$ cat src/rtl/cpu_pkg.sv
// Shared CPU constants and the fetch sequencer state type.
package cpu_pkg;

    localparam int unsigned ADDR_W       = 8;
    localparam int unsigned DATA_W       = 8;
    localparam int unsigned IMM_FLAG_BIT = 7;
    localparam logic [ADDR_W-1:0] RESET_PC = 8'h00;

    typedef enum logic [1:0] {
        ADDR,
        OPCODE,
        IMM,
        VALID
    } fetch_state_t;

endpackage

$ cat src/rtl/pc_counter.sv
// Program counter register: synchronous reset, load has priority over increment, wraps at the top.
module pc_counter #(
    parameter int unsigned       ADDR_W   = cpu_pkg::ADDR_W,
    parameter logic [ADDR_W-1:0] RESET_PC = cpu_pkg::RESET_PC
) (
    input  logic              i_clk,
    input  logic              i_reset,
    input  logic              i_load,
    input  logic [ADDR_W-1:0] i_loadValue,
    input  logic              i_increment,
    output logic [ADDR_W-1:0] o_pc
);

    always_ff @(posedge i_clk) begin
        if (i_reset) begin
            o_pc <= RESET_PC;
        end else if (i_load) begin
            o_pc <= i_loadValue;
        end else if (i_increment) begin
            o_pc <= o_pc + ADDR_W'(1);
        end
    end

endmodule

$ cat src/rtl/fetch_unit.sv
// Instruction fetch sequencer: reads opcode/immediate byte pairs and presents them over valid/ready.
// Optional build macro FETCH_SKIP_IMM_EN skips the immediate read for opcodes without the immediate flag.
module fetch_unit #(
    parameter int unsigned       ADDR_W       = cpu_pkg::ADDR_W,
    parameter int unsigned       DATA_W       = cpu_pkg::DATA_W,
    parameter logic [ADDR_W-1:0] RESET_PC     = cpu_pkg::RESET_PC,
    parameter int unsigned       IMM_FLAG_BIT = cpu_pkg::IMM_FLAG_BIT
) (
    input  logic              i_clk,
    input  logic              i_reset,
    input  logic [DATA_W-1:0] i_busData,
    input  logic              i_memBusy,
    input  logic              i_jump,
    input  logic [ADDR_W-1:0] i_jumpTarget,
    input  logic              i_ready,
    output logic [ADDR_W-1:0] o_address,
    output logic              o_addressEn,
    output logic              o_readDataSelect,
    output logic              o_immediateSelect,
    output logic              o_outEnable,
    output logic              o_valid,
    output logic [DATA_W-1:0] o_opcode,
    output logic [DATA_W-1:0] o_immediate,
    output logic [ADDR_W-1:0] o_pc
);

    import cpu_pkg::*;

    if (IMM_FLAG_BIT >= DATA_W) begin : g_badImmFlag
        $error("fetch_unit: IMM_FLAG_BIT must index a bit of the opcode byte");
    end

    fetch_state_t      state;
    logic [ADDR_W-1:0] pc;
    logic              pcIncrement;
    logic              hasImm;
    logic              busFree;

`ifdef FETCH_SKIP_IMM_EN
    assign hasImm = i_busData[IMM_FLAG_BIT];
`else
    assign hasImm = 1'b1;
`endif

    assign busFree = !i_reset && !i_memBusy;

    pc_counter #(
        .ADDR_W   (ADDR_W),
        .RESET_PC (RESET_PC)
    ) u_pcCounter (
        .i_clk       (i_clk),
        .i_reset     (i_reset),
        .i_load      (i_jump),
        .i_loadValue (i_jumpTarget),
        .i_increment (pcIncrement),
        .o_pc        (pc)
    );

    // The pc advances on the last byte read of an instruction; a jump or bus loss cancels it.
    always_comb begin
        pcIncrement = 1'b0;
        if (!i_jump && !i_memBusy) begin
            if (state == IMM) begin
                pcIncrement = 1'b1;
            end else if (state == OPCODE && !hasImm) begin
                pcIncrement = 1'b1;
            end
        end
    end

    // Memory controls follow the state directly so a data access can take the bus the same cycle.
    always_comb begin
        o_address         = i_reset ? '0 : pc;
        o_addressEn       = busFree && (state == ADDR);
        o_outEnable       = busFree && (state == OPCODE || state == IMM);
        o_readDataSelect  = busFree && (state == OPCODE || state == IMM);
        o_immediateSelect = busFree && (state == IMM);
    end

    always_ff @(posedge i_clk) begin
        if (i_reset) begin
            state       <= ADDR;
            o_valid     <= 1'b0;
            o_opcode    <= '0;
            o_immediate <= '0;
            o_pc        <= '0;
        end else if (i_jump) begin
            state   <= ADDR;
            o_valid <= 1'b0;
        end else begin
            case (state)
                ADDR: begin
                    if (!i_memBusy) begin
                        state <= OPCODE;
                    end
                end
                OPCODE: begin
                    if (i_memBusy) begin
                        state <= ADDR;
                    end else begin
                        o_opcode <= i_busData;
                        o_pc     <= pc;
                        if (hasImm) begin
                            state <= IMM;
                        end else begin
                            o_immediate <= '0;
                            o_valid     <= 1'b1;
                            state       <= VALID;
                        end
                    end
                end
                IMM: begin
                    if (i_memBusy) begin
                        state <= ADDR;
                    end else begin
                        o_immediate <= i_busData;
                        o_valid     <= 1'b1;
                        state       <= VALID;
                    end
                end
                VALID: begin
                    if (i_ready) begin
                        o_valid <= 1'b0;
                        state   <= ADDR;
                    end
                end
                default: state <= ADDR;
            endcase
        end
    end

endmodule

$ cat config.mk
export PLATFORM = sky130hd
export DESIGN_NAME = fetch_unit
export DESIGN_NICKNAME = d
export VERILOG_FILES = /design/src/rtl/cpu_pkg.sv /design/src/rtl/pc_counter.sv /design/src/rtl/fetch_unit.sv
export SDC_FILE = /design/constraint.sdc
export NUM_CORES = 1
export LEC_CHECK = 0
export BUFFER_PORTS_ARGS = -buffer_cell sky130_fd_sc_hd__buf_2
export CAP_MARGIN = 15
export CORE_UTILIZATION = 38
export DETAILED_ROUTE_END_ITERATION = 12
export GPL_TIMING_DRIVEN = 1
export PLACE_DENSITY = 0.66
export SYNTH_ARGS = -nofsm -noshare
export SYNTH_HDL_FRONTEND = slang
export SYNTH_SLANG_ARGS = --single-unit
$ cat constraint.sdc
create_clock -name i_clk -period 2.2 [get_ports i_clk]
set_input_delay 0.11 -clock i_clk [delete_from_list [all_inputs] [get_ports i_clk]]
set_output_delay 0.11 -clock i_clk [all_outputs]
set_load 0.01 [all_outputs]
## Yosys cells after proc, flatten, opt, wreduce, memory -nomap -nowiden

Cells that the tools add are included.

| storage, ports and cells | value |
|---|---|
| register bits after elaboration | 35 |
| output and inout bits | 37 |
| word-level logic and storage cells | 45 |

| operators by class | value |
|---|---|
| add/sub/neg operators | 1 |
| eq/ne operators | 6 |
| bitwise gates (word level) | 2 |
| reductions and logical operators | 17 |
| multiplexer cells | 13 |

Operators with widths:

| cell | count |
|---|---|
| $mux W8 | 3 |
| $reduce_and A3 Y1 | 3 |
| $add A8 B1 Y8 const B | 1 |
| $mux W2 | 4 |
| $pmux W2 S4 | 1 |
| $ne A2 B2 Y1 const B | 3 |
| $logic_and A1 B1 Y1 | 5 |
| $eq A2 B2 Y1 const B | 2 |
| $mux W1 | 4 |
| $reduce_bool A2 Y1 | 2 |
| $logic_not A1 Y1 | 3 |
| $eq A2 B1 Y1 const B | 1 |
| $logic_not A2 Y1 | 1 |
| $not A1 Y1 | 2 |
| $pmux W1 S2 | 1 |
| $reduce_and A2 Y1 | 1 |
| $reduce_or A2 Y1 | 1 |
| $logic_or A1 B1 Y1 | 1 |

## Longest topological paths before layout

Gate-level depths: netlist of run 1.

| depth | value |
|---|---|
| word-level depth | 5 |
| mapped depth | 7 |
| mapped depth without buffers | 5 |

## Hierarchy

A second synthesis of run 1 with hierarchy kept.

| second synthesis, totals | value |
|---|---|
| cell total of the unflattened synthesis | 192 |
| area, all modules | 1736.7 µm² |

By module, submodules not included:

| module | instances | sequential area each (µm²) | area an instance (µm²) | cells an instance |
|---|---|---|---|---|
| fetch_unit | 1 | 540.5 | 1272.5 | 139 |
| pc_counter | 1 | 160.2 | 464.2 | 53 |

## Worst setup path before layout of run 1

Ideal clock, no wire load.

| path | value |
|---|---|
| path type | register to register |
| start point | reg state[0] |
| end point | reg u_pcCounter.o_pc[7] |
| cell stages (with the launch flop) | 7 |
| data required time | 2105 ps |
| period minus slack after synthesis | 1710 ps |
| setup slack | 490 ps |
| data arrival time | 1615 ps |
| library setup time | 95 ps |
| cell sequence | dfxtp_1 > inv_1 > ha_1 > buf_2 > or3b_1 > or4b_1 > o311ai_1 |

| on the way | value |
|---|---|
| word-level cells in the longest chain between the ends | 4 |

Ends and longest elaborated chain:

| what | line | source |
|---|---|---|
| from (decl) | fetch_unit.sv:33 | `fetch_state_t state;` |
| from (signal assigned) | fetch_unit.sv:82 | `state <= ADDR;` |
| from (signal assigned) | fetch_unit.sv:88 | `state <= ADDR;` |
| from (signal assigned) | fetch_unit.sv:94 | `state <= OPCODE;` |
| $eq A2 B2 Y1 | fetch_unit.sv:63 | `if (state == IMM) begin` |
| $mux W1 | fetch_unit.sv:63 |  |
| $mux W1 | fetch_unit.sv:62 | `if (!i_jump && !i_memBusy) begin` |
| $reduce_bool A2 Y1 (no line) | n/a |  |
| to (signal assigned) | pc_counter.sv:18 | `o_pc <= i_loadValue;` |
| to (signal assigned) | pc_counter.sv:20 | `o_pc <= o_pc + ADDR_W'(1);` |
| to (decl) | pc_counter.sv:11 | `output logic [ADDR_W-1:0] o_pc` |

No other way between the ends.
A chain may end at the register's enable or synchronous reset.

## Worst setup path in the final report of run 1

| path | value |
|---|---|
| start point | reg state[0] |
| end point | reg u_pcCounter.o_pc[6] |

The elaborated chain is that of the path after synthesis.

==> results of run 1 <==
## per-layer routing
metal | vias up | track usage [%] | part of all wire (%)
li1 | 794 | - | -
met1 | 686 | 23.3 | 46
met2 | 48 | 27.5 | 48
met3 | 4 | 4.05 | 5.8
met4 | 0 | 6.38 | 0.68
met5 | - | 0 | 0
## Yosys cell counts, drive strengths merged (2+ instances only)
cell type | n | area (µm²)
inv | 6 | 22.5
nor2b | 7 | 43.8
dfxtp | 35 | 701
o21ai | 4 | 20.0
ha | 5 | 62.6
nand2 | 53 | 199
or3 | 3 | 18.8
nor2 | 14 | 52.6
a211oi | 2 | 15.0
nor3b | 4 | 40.0
or3b | 2 | 17.5
buf | 7 | 47.6
o211ai | 2 | 20.0
a21oi | 29 | 145
xnor2 | 2 | 17.5
nand3 | 2 | 10.0
a311oi | 3 | 26.3
nand4 | 2 | 12.5
clkbuf | 7 | 26.3
## logic make-up (layout without fill, tap and decap cells)
family	Yosys count	after routing	share of synthesized area (%)
AO/OA/AOI/OAI	47	47	18.0
XOR/XNOR	2	2	1.08
adder cells (fa/ha/maj)	5	5	3.85
buffers and inverters	20	73	5.93
flip-flops	35	35	43.1
AND/OR/NAND/NOR	95	95	28.0
## sequential cells by signal, summed over array words and instances (netlist names)
signal	flops
o_valid	1
o_pc	8
state	2
o_opcode	8
u_pcCounter.o_pc	8
o_immediate	8
## worst min-delay path, stage by stage
cell,delay [ps]
buf_2,100
nand2_1,50
a21oi_1,50
## metrics by stage
stage	worst slack [ps]	instance area (µm²)	utilization, %
floorplan	490	1620	-
global placement	429	1910	47.1
detailed placement	364	1910	47.1
CTS	354	2010	49.6
global route	230	2010	49.6
finish	353	2010	49.6
## layout make-up
class                   instances  area [µm²]
fillers                       421        2040
repair buffers                 59         300
flip-flops and latches         35         701
clock buffers                   8         100
inverters                       6        22.5
multi-input cells             149         827
well taps                      50        62.6
## where the power goes
| group | internal [µW] | switching (µW) |
|---|---|---|
| combinational | 46.6 | 61.4 |
| clock | 285 | 217 |
| sequential | 647 | 16.4 |
| total | 979 | 295 |
## final timing paths
kind,slack (ps),end
min,70,o_opcode[1]
max,350,u_pcCounter.o_pc[6]
min reg2reg,450,o_opcode[1]
max reg2reg,350,u_pcCounter.o_pc[6]
==> summary.txt, run 1 <==
Status
  • Outcome: complete, no violations

Clock tree
  • Post-cts sizing count: 0
  • Worst skew pair latency: roughly 280 ps
  • Number of post-CTS setup repair buffers: 0
  • Sink Count: 35
  • H-tree depth: 2
  • Root Buffer Master: clkbuf_8
  • Clk buf depth: 2
  • Clock slew at reported path FFs: ~70 ps
  • CTS Buf Count: 5
  • CTS tree: built
  • Hold_buf cts: 0

Timing
  • Hold Violations, Final: 0
  • Crit path time final: around 1800 ps
  • Slew HR: between 30% and 40%
  • Setup TNS: 0 ps
  • Max Slew Vio Count: 0
  • Skew final: 1.97 ps
  • FMAX: 542 MHz
  • RSZ-0062 raised after global routing: false
  • Setup violators final: 0
  • Hold WS: approximately 73 ps
  • Worst-margin pin slew: just under 1000 ps
  • Fin crit share: a little over four fifths

Min path
  • Worst Hold Class: input pin to flop
  • Hold depth: 3
  • HP Start: i_busData[1]

Global routing
  • Number of antenna violations at the first check in global routing: 0
  • Total track usage: around 18%
  • Vias in the first global route: ~1,300
  • Largest net degree at the start of global routing: 31
  • GRT overflow: 0
  • First-pass GRT wire length: roughly 6000 µm

Placement
  • # placed instances: ~300
  • Routability cong.: roughly 0.78
  • Post-DP HPWL: between 2000 and 3000 µm
  • Port buffer count: 57

Layout
  • Commonest non-fill, non-tap cell in the layout: buf_2
  • Ant. Diodes: 0
  • Nets: 282
  • Most frequent cells in the layout: buf_2, nand2_1, dfxtp_1
  • Fin cells: approximately 300
  • Synth-to-Final Area Change: 24.0%
  • Share of cells above drive strength 1: around 28%

Yosys
  • Mean Syn Cell Area: around 8 µm²
  • Number of distinct library cells after synthesis: 40
  • Register area share after synthesis: a little over two fifths
  • Syn Nets: between 200 and 250
  • Cells after Synth: a little over 200
  • Mapped cell area: ~0.0016 mm²
  • Async set-reset flop share out of synthesis: 0%
  • YS warnings: 0
  • Number of register bits inferred by synthesis: 35
  • Post-synth EDFFs: 0
  • Top FF cell, synth: dfxtp_1

Power
  • Worst vdd ir: ~440 µV
  • Lkg Pwr: 0.000844 µW
  • Power Total: around 1300 µW
  • Pwr/cell area: 633 mW/mm²

Die
  • Num ports: 58
  • Die footprint: around 0.0045 mm²
  • Initial Util: approximately 40%
  • Core Area: approximately 0.0041 mm²
  • Chip height: ~67 µm
  • Rows: 23
  • Die width: 67.4 µm

Critical path
  • CP required: between 2000 and 2500 ps
  • CP arrival: just over 2000 ps
  • CP Max Fanout: 10
  • Critical Path Sink Type: flop
  • CP bufs+invs: 2
  • Worst reg-to-reg path cell count: 6
  • Crit path kind: flop to flop
  • Worst path depth: 6
  • Reg2reg start: state[0]
  • Worst setup SP type: flop
  • Critical Path Slowest Stage Cell: a2111o_1
  • CP max stage delay: 400 ps
  • Cell Chain, Critical Path: inv_1 > ha_1 > or3b_1 > buf_4 > a2111o_1 > o211ai_2
  • CP startpoint: state[0]
  • Largest delay share family, worst path: compound AO/OA/AOI/OAI gates

Routing
  • Iteration-0 DRC Markers: between 60 and 70
  • DR vias/cell: 4.99
  • WL/cell: 12.4 µm
  • Via count: around 1,500
  • Antenna viol nets, final: 0
  • TritonRoute pass-1 iters: 4
  • Final wirelength: roughly 3800 µm
  • Remaining DRCs: 0

Job
  • Max capacitance violation total: 0
(Power assumes the default switching activity.)
==> run 2: changes to the inputs <==
--- a/config.mk
+++ b/config.mk
@@ -5,6 +5,7 @@
 export SDC_FILE = /design/constraint.sdc
 export NUM_CORES = 1
 export LEC_CHECK = 0
+export ABC_AREA = 1
 export BUFFER_PORTS_ARGS = -buffer_cell sky130_fd_sc_hd__buf_2
 export CAP_MARGIN = 15
 export CORE_UTILIZATION = 38
==> constraint.sdc (replaced) <==
create_clock -name i_clk -period 1.8 [get_ports i_clk]
set_input_delay 0.09 -clock i_clk [delete_from_list [all_inputs] [get_ports i_clk]]
set_output_delay 0.09 -clock i_clk [all_outputs]
set_load 0.01 [all_outputs]
==> run 2 against run 1 <==
Against the previous run: setup slack got worse by 22 ps; maximum frequency increased by 26%; power increased by 21%; utilization decreased by 0.10 points; final cell count increased by 7.2%; sequential share of layout area decreased by 0.17 points; synthesized cell count increased by 9.8%; flip-flop and latch count unchanged; sequential power increased by 22%; design area increased by 0.50%; count of clock-buffer cells in the layout decreased by 2; register-to-register slack got worse by 20 ps; largest cell class unchanged.
==> summary.txt, run 2 <==
Timing
  • Setup TNS: 0 ps (unchanged)
  • Max Slew Vio Count: 0 (unchanged)
  • Crit path time final: 1470 ps (-378 ps)
  • FMAX: 681 MHz (+26%)
  • Hold Violations, Final: 0 (unchanged)
  • Fin crit share: 81.6% (-2.3 points)
  • Final WS setup: 331 ps (-22.1 ps)
  • Skew final: 1.43 ps (-0.534 ps)
  • Hold WS: 46.9 ps (-26.3 ps)
  • RSZ-0062 raised after global routing: false
  • Worst-margin pin slew: 368 ps (-608 ps)
  • Setup violators final: 0 (unchanged)
  • Slew HR: 75.4% (+41 points)

Global routing
  • First-pass GRT wire length: 5890 µm (-1.3%)
  • Number of antenna violations at the first check in global routing: 0 (unchanged)
  • GRT overflow: 0 (unchanged)
  • Vias in the first global route: 1,306 (-0.077%)
  • Largest net degree at the start of global routing: 28 (-9.7%)
  • Total track usage: 17.2% (-0.30 points)

Critical path
  • Critical Path Sink Type: flop
  • CP required: 1980 ps (-430 ps)
  • Crit path kind: flop to flop
  • CP Max Fanout: 16 (+6)
  • Worst setup SP type: flop
  • Reg2reg start: state[0]
  • Worst reg-to-reg path cell count: 7 (+1)
  • RR Endpoint: o_immediate[2]
  • R2R setup slack: 330 ps (-20 ps)
  • CP arrival: 1640 ps (-420 ps)

Clock tree
  • Clk buf depth: 2 (unchanged)
  • CTS Buf Count: 5 (unchanged)
  • Sink Count: 35 (unchanged)
  • Worst skew pair latency: 280 ps (about the same)
  • Clock slew at reported path FFs: 70 ps (about the same)
  • Number of post-CTS setup repair buffers: 0 (unchanged)
  • CTS tree: built
  • Root Buffer Master: clkbuf_8
  • Hold_buf cts: 0 (unchanged)
  • Post-cts sizing count: 0 (unchanged)
  • H-tree depth: 2 (unchanged)

Layout
  • Ant. Diodes: 0 (unchanged)
  • Commonest non-fill, non-tap cell in the layout: buf_2
  • Fillers: 422 (+0.24%)
  • Nets: 305 (+8.2%)
  • Most frequent cells in the layout: buf_2, nor2_1, dfxtp_1
  • Design Area, Final: 0.00202 mm² (+0.50%)
  • Synth-to-Final Area Change: 21.7%
  • Share of cells above drive strength 1: 29.0% (+0.63 points)

Die
  • Num ports: 58 (unchanged)
  • Chip height: 68.2 µm (+1.2%)
  • Die footprint: 0.00464 mm² (+2.3%)
  • Die width: 68.2 µm (+1.2%)
  • Initial Util: 40.7% (+0.67 points)
  • Core Area: 0.00409 mm² (+0.71%)
  • Rows: 23 (unchanged)

Yosys
  • Syn Nets: 250 (+8.7%)
  • Post-synth EDFFs: 0 (unchanged)
  • Top-count cell post-synth: nor2_1
  • Cells after Synth: 224 (+9.8%)
  • Synth cell count leaders: nor2_1, dfxtp_1, o21ai_0, nand2_1, inv_1
  • Mapped cell area: 0.00166 mm² (+2.4%)
  • Top FF cell, synth: dfxtp_1
  • Synth area leaders: dfxtp_1, nor2_1, o21ai_0, nand2_1, inv_1
  • Number of distinct library cells after synthesis: 29 (-28%)
  • Register area share after synthesis: 42.1% (-1.0 points)
  • Cell taking the most area after synthesis: dfxtp_1
  • YS warnings: 0 (unchanged)
  • Number of register bits inferred by synthesis: 35 (unchanged)
  • Share of the synthesized area in the top cell type: 42.1% (-1.0 points)
  • Mean Syn Cell Area: 7.42 µm² (-6.8%)
  • Async set-reset flop share out of synthesis: 0% (unchanged)

Routing
  • Via count: 1,570 (+2.5%)
  • Antenna viol nets, final: 0 (unchanged)
  • TritonRoute pass-1 iters: 4 (unchanged)
  • Iteration-0 DRC Markers: 80 (+19%)
  • Remaining DRCs: 0 (unchanged)
  • Final wirelength: 3770 µm (-1.1%)
  • DR vias/cell: 4.77 (-4.4%)
  • WL/cell: 11.5 µm (-7.7%)

Power
  • Worst vdd ir: 497 µV (+13%)
  • Pwr/cell area: 761 mW/mm² (+20%)
  • Lkg Pwr: 0.00101 µW (+20%)
  • Power Total: 1540 µW (+21%)

Status
  • Outcome: complete, no violations

Min path
  • Worst Hold Class: input pin to flop
  • HP Start: i_busData[4]
  • Hold depth: 3 (unchanged)
  • Endpoint, Worst Hold: o_immediate[4]

Job
  • Max capacitance violation total: 0 (unchanged)

Placement
  • Worst slack at placement: 321 ps (-42.7 ps)
  • Port buffer count: 57 (unchanged)
  • Post-DP HPWL: 2820 µm (+2.0%)
  • Post-DP Area: 0.00194 mm² (+1.2%)
  • Routability cong.: 0.865 (+11%)
[run 2: report_power, final]
part	switching, µW	leakage, µW	internal [µW]
logic	96.2	0.000682	61.1
clock network	269	0.0000470	300
registers	16.7	0.000284	796
total	382	0.00101	1160
[run 2: cell type report]
type                       instances  area (µm²)  share of cell area (%)
clock buffer                       6        82.6                    4.08
clock inverter                     1        5.00                   0.247
inverter                          24        95.1                    4.70
multi-input combinational        155         785                    38.8
sequential                        35         701                    34.6
tap                               50        62.6                    3.09
timing repair buffer              58         293                    14.5
[run 2: per-layer routing]
layer / GRT usage [%] / vias up / share of wire, %
met5: 0 / - / 0
met4: 4.69 / 0 / 0.21
met3: 5.50 / 2 / 5.6
met2: 27.6 / 44 / 48
met1: 22.1 / 692 / 46
li1: - / 832 / -
[run 2: worst max-delay path, cell delays in order (launching register included)]
cell     delay, ps
dfxtp_1        340
inv_1           90
ha_1           230
nand2_4        130
nor2_8         220
inv_1          180
nor2_1         110
nor2_1          50
[run 2: logic make-up after synthesis]
logic type                 after synthesis  share of synthesized area, %
AOI/OAI and AO/OA                       52                          16.6
xor gates and xnor gates                 1                         0.527
adders and majority gates                5                          3.76
buffers and inverters                   34                          10.7
DFF                                     35                          42.1
and+or+nand+nor                         97                          26.3
[run 2: worst max-delay path by stage]
| stage | from | end | slack [ps] | cells after the start |
|---|---|---|---|---|
| after floorplan | state[0] | o_immediate[0] | 550 | 7 |
| after global placement | state[0] | o_immediate[6] | 380 | 7 |
| after detailed placement | state[0] | o_immediate[2] | 320 | 7 |
| after CTS | state[0] | o_immediate[2] | 310 | 7 |
| after global routing | state[0] | o_immediate[5] | 190 | 7 |
| final | state[0] | o_immediate[2] | 330 | 7 |
[run 2: through the flow]
stage          util (%)  instances
3_3_place_gp       47.4        322
5_1_grt            49.5        329
6_report           49.5        329
2_1_floorplan         -        224
3_5_place_dp       47.4        322
4_1_cts            49.5        329
